--- config.mk ---
export PLATFORM = sky130hd
export DESIGN_NAME = muller_pipe
export DESIGN_NICKNAME = d
export VERILOG_FILES = /design/src/rtl/muller_pipe_pkg.sv /design/src/rtl/muller_pipe_stage.sv /design/src/rtl/muller_pipe.sv
export SDC_FILE = /design/constraint.sdc
export NUM_CORES = 1
export LEC_CHECK = 0
export ABC_AREA = 1
export CELL_PAD_IN_SITES_DETAIL_PLACEMENT = 0
export CELL_PAD_IN_SITES_GLOBAL_PLACEMENT = 1
export CORE_AREA = 10 10 71 73
export CTS_CLUSTER_DIAMETER = 120
export CTS_CLUSTER_SIZE = 25
export DETAILED_ROUTE_END_ITERATION = 8
export DIE_AREA = 0 0 81 83
export PLACE_DENSITY = 0.76
export REMOVE_ABC_BUFFERS = 1
export SLEW_MARGIN = 20
export SYNTH_ARGS = -nofsm -noshare
export SYNTH_HDL_FRONTEND = slang
export SYNTH_HIERARCHICAL = 1
export SYNTH_SLANG_ARGS = --single-unit
export TNS_END_PERCENT = 10
--- constraint.sdc ---
create_clock -name wb_clk_i -period 1.2 [get_ports wb_clk_i]
set_input_delay 0.18 -clock wb_clk_i [delete_from_list [all_inputs] [get_ports wb_clk_i]]
set_output_delay 0.18 -clock wb_clk_i [all_outputs]
set_load 0.01 [all_outputs]
--- src/rtl/muller_pipe_pkg.sv ---
// Shared definitions for the clocked Muller pipeline: default sizes and the
// C-element next-state function used by every stage.
package muller_pipe_pkg;

  localparam int DEFAULT_N     = 6;
  localparam int DEFAULT_DEPTH = 4;

  // Output follows the inputs when they agree, otherwise holds its value.
  function automatic logic c_next(input logic a, input logic b, input logic y);
    return (a & b) | (y & (a | b));
  endfunction

endpackage

--- src/rtl/muller_pipe_stage.sv ---
// One Muller pipeline stage: a registered C-element plus an N-bit data latch
// that captures only on the C-element's 0->1 (token) transition.
module muller_pipe_stage
  import muller_pipe_pkg::*;
#(
  parameter int N = DEFAULT_N
) (
  input  logic         clk_i,
  input  logic         rst_i,
  input  logic         req_i,
  input  logic         nack_i,
  input  logic [N-1:0] data_i,
  output logic         c_o,
  output logic [N-1:0] data_o
);

  logic         c_q;
  logic         c_d;
  logic [N-1:0] data_q;
  logic [N-1:0] data_d;
  logic         load;

  always_comb begin
    c_d    = c_next(req_i, nack_i, c_q);
    load   = ~c_q & c_d;
    data_d = data_q;
    // Spacer (falling) transitions keep the previously captured item.
    if (load) data_d = data_i;
  end

  always_ff @(posedge clk_i) begin
    if (rst_i) begin
      c_q    <= 1'b0;
      data_q <= '0;
    end else begin
      c_q    <= c_d;
      data_q <= data_d;
    end
  end

  assign c_o    = c_q;
  assign data_o = data_q;

endmodule

--- src/rtl/muller_pipe.sv ---
// Clocked DEPTH-stage Muller pipeline carrying N-bit bundled data under four-phase
// handshakes. Optional protocol checker enabled by MULLER_PIPE_PROTO_CHECK_EN.
module muller_pipe
  import muller_pipe_pkg::*;
#(
  parameter int N     = DEFAULT_N,
  parameter int DEPTH = DEFAULT_DEPTH
) (
  input  logic             wb_clk_i,
  input  logic             wb_rst_i,
  input  logic             in_req,
  input  logic [N-1:0]     in_data,
  output logic             in_ack,
  output logic             out_req,
  output logic [N-1:0]     out_data,
  input  logic             out_ack,
`ifdef MULLER_PIPE_PROTO_CHECK_EN
  output logic             proto_err,
`endif
  output logic [DEPTH-1:0] c_state
);

  logic         c_w    [DEPTH];
  logic [N-1:0] data_w [DEPTH];

  for (genvar i = 0; i < DEPTH; i++) begin : g_stage
    logic         req_w;
    logic         nack_w;
    logic [N-1:0] din_w;

    if (i == 0) begin : g_head
      assign req_w = in_req;
      assign din_w = in_data;
    end else begin : g_body
      assign req_w = c_w[i-1];
      assign din_w = data_w[i-1];
    end

    // The last stage is acknowledged by the sink rather than a successor stage.
    if (i == DEPTH - 1) begin : g_tail
      assign nack_w = ~out_ack;
    end else begin : g_link
      assign nack_w = ~c_w[i+1];
    end

    muller_pipe_stage #(.N(N)) u_stage (
      .clk_i  (wb_clk_i),
      .rst_i  (wb_rst_i),
      .req_i  (req_w),
      .nack_i (nack_w),
      .data_i (din_w),
      .c_o    (c_w[i]),
      .data_o (data_w[i])
    );

    assign c_state[i] = c_w[i];
  end

  assign in_ack   = c_w[0];
  assign out_req  = c_w[DEPTH-1];
  assign out_data = data_w[DEPTH-1];

`ifdef MULLER_PIPE_PROTO_CHECK_EN
  logic in_req_q;
  logic out_ack_q;
  logic proto_err_q;
  logic proto_err_d;
  logic violation;

  always_comb begin
    violation = ( in_req_q  & ~in_req  & ~in_ack ) |
                (~in_req_q  &  in_req  &  in_ack ) |
                (~out_ack_q &  out_ack & ~out_req) |
                ( out_ack_q & ~out_ack &  out_req);
    proto_err_d = proto_err_q | violation;
  end

  always_ff @(posedge wb_clk_i) begin
    if (wb_rst_i) begin
      in_req_q    <= 1'b0;
      out_ack_q   <= 1'b0;
      proto_err_q <= 1'b0;
    end else begin
      in_req_q    <= in_req;
      out_ack_q   <= out_ack;
      proto_err_q <= proto_err_d;
    end
  end

  assign proto_err = proto_err_q;
`endif

endmodule

==> out/results.txt <==
Clock skew: 0.00353 ns
CP max stage cell: dfxtp_2
Vias: 920
CTS tree: built
Max VDD drop: 0.792 mV
Area grow syn2layout: 24.4%
Min Hold Slack: 0.484 ns
Flip-flop and latch count after synthesis: 28
Sw power: 0.000581 W
Count leader, synth: nor2_1
Post-route cell area: 1530 um^2
Die Y: 83 um
Crit-path cells: dlygate4sd2_1
Row cnt: 22
Largest family of logic cells by synthesized area: simple AND/OR/NAND/NOR gates
Routability congestion estimate: 0.630
Worst path arrival time: 0.92 ns
Largest net degree at the start of global routing: 17
Crit Path Max Fanout: 5
Slew Limit Fails: 0
Worst-Margin Slew: 0.233 ns
Antenna fix cells: 0
Req. time, crit path: 1.02 ns
Register area share after synthesis: 0.457
Max cap viols: 0
Wire per inst: 8.41 um
Overall Global Routing Usage: 0.0619
Proportion of power drawn by the clock network: 0.325
Metal2 WL: 915 um
RSZ-0062 raised after global routing: false
Slew HR: 0.844
Ys Warns: 6
Critical path class: flop to output pin
Sequential Power Share: 0.483
DRT Wirelength: 2140 um
Post-synth cell types: 9
Final hold viol count: 0
Root Buffer: clkbuf_8
Dominant cells by area after synthesis: dfxtp_1 46%, nor2_1 16%, nand2_1 15%, inv_1 11%, buf_6 3.7%
Simple-gate share of the synthesized area: 0.339
I/O pin cnt: 22
Top Layer Used: met4
Top-area cell type share of the netlist area: 0.457
Post-synthesis xor/xnor area fraction: 0
First-pass GRT wire length: 3510 um
Clock-pin slew of the registers on the worst-case setup and hold paths: 0.09 ns
Initial Util: 0.337
Fin nets: 217
Placed cell area: 1460 um^2
Initial antenna violation count: 0
Synth Area in Compound Gates: 0.0327
Power Dens Cells: 1470 nW/um^2
Post-Syn Area: 1230 um^2
Die X: 81 um
DRC: 0
CP Capture Type: output pin
Worst hold path class: input port to flop
DIE AREA: 6720 um^2
Vias in the first global route: 834
Share of cells above drive strength 1: 0.0728
Int Power: 0.00167 W
Port bufs: 21
Final Setup Violations: 0
EDFF count, synth: 0
Post-synth top area cell: dfxtp_1
Post-synthesis adder-cell area fraction: 0
DP HPWL: 1470 um
Hold Buf Count CTS: 0
Clock Tree Buf Depth: 2
Asr flop ratio synth: 0
DR iter-0 viols: 45
Met3 WL: 113 um
Pleak: 0.842 nW
Post-synthesis mux area share: 0
Delay-heaviest family, CP: flip-flops
Final WS setup: 0.101 ns
Syn Area/Cell: 6.66 um^2
Switching share of total power: 0.259
Number of CTS-inserted buffers: 3
Slowest cell delay on critical path: 0.38 ns
Pre-CTS setup slack: -0.0456 ns
DR pass1 iterations: 4
Clock Latency Late Sink: 0.27 ns
Main synth FF type: dfxtp_1
Final ANT Viol Nets: 0
Tcrit/Tclk final: 0.915
CP Launch Type: flop
DR vias/cell: 3.62
M1 wire length: 1090 um
Buf+Inv Stages, Crit Path: 1
Status: completed
Clock sink count: 28
H-tree depth: 1
Synth Instances: 184
Synth top cells by count: 52 x nor2_1, 48 x nand2_1, 36 x inv_1, 28 x dfxtp_1
Gate power share: 0.192
Placeable Area: 3630 um^2
Max Fclk: 910 MHz
Setup TNS: 0 ns
Min Tclk post-route: 1.10 ns
GRT overflow: 0
-- per-stage QoR --
stage	instances	utilization	power, W
finish	254	0.420	0.00225
global route	254	0.420	0.00240
CTS	254	0.418	0.00228
detailed placement	250	0.402	0.00156
global placement	250	0.402	0.00156
floorplan	176	-	0.00138
-- final timing paths --
path	start	endpoint	slack [ns]	cells past startpoint
worst max-delay path	g_stage[2].u_stage/c_o	c_state[2]	0.10	1
worst min register to register	g_stage[1].u_stage/data_o[1]	g_stage[2].u_stage/data_o[1]	0.49	2
worst max register to register	g_stage[1].u_stage/c_o	g_stage[1].u_stage/data_o[5]	0.16	6
worst min-delay path	in_data[4]	g_stage[0].u_stage/data_o[4]	0.48	3
-- kinds of logic (layout without fill, tap and decap cells) --
logic type | Yosys count | count (layout)
AOI/OAI and AO/OA | 8 | 8
and+or+nand+nor | 104 | 104
DFF | 28 | 28
buffers and inverters | 44 | 66
-- metal layers --
metal	up-vias	track usage
met3	2	0.0205
met1	335	0.0790
li1	566	-
met4	0	0.0235
met5	-	0
met2	17	0.0929
-- flip-flops by register name, summed over array words and instances (netlist names) --
register / cells
g_stage.u_stage/c_o: 4
g_stage.u_stage/data_o: 24
-- cell type report --
class                   instances  area (um^2)
repair buffers                 26          233
inverters                      36          135
flip-flops and latches         28          563
fillers                       423         2110
well taps                      48         60.1
clock buffers                   3         41.3
clock inverters                 1         30.0
multi-input cells             112          463
-- power groups by stage --
stage	Sequential, W	Clock (W)	Combinational, W
finish	0.00109	0.000730	0.000432
global route	0.00110	0.000798	0.000504
CTS	0.00109	0.000765	0.000431
detailed placement	0.00111	0	0.000447
global placement	0.00110	0	0.000455
floorplan	0.00112	0	0.000259
-- repair_timing --
| item | CTS | global route |
|---|---|---|
| resized for setup | 14 | 1 |
| setup endpoints to repair | 12 | 1 |
| setup buffers | 0 | 0 |
| cloned | 0 | 0 |
-- layout by cell type, fill, tap and decap left out, drive strengths merged --
cell	n
clkbuf	3
dfxtp	28
dlygate4sd2	12
inv	36
a21oi	4
nand2	48
bufinv	1
buf	5
o21ai	4
nor2	52
nand3	4
clkdlybuf4s50	9
No activity file was read; power rests on OpenSTA's default activity.
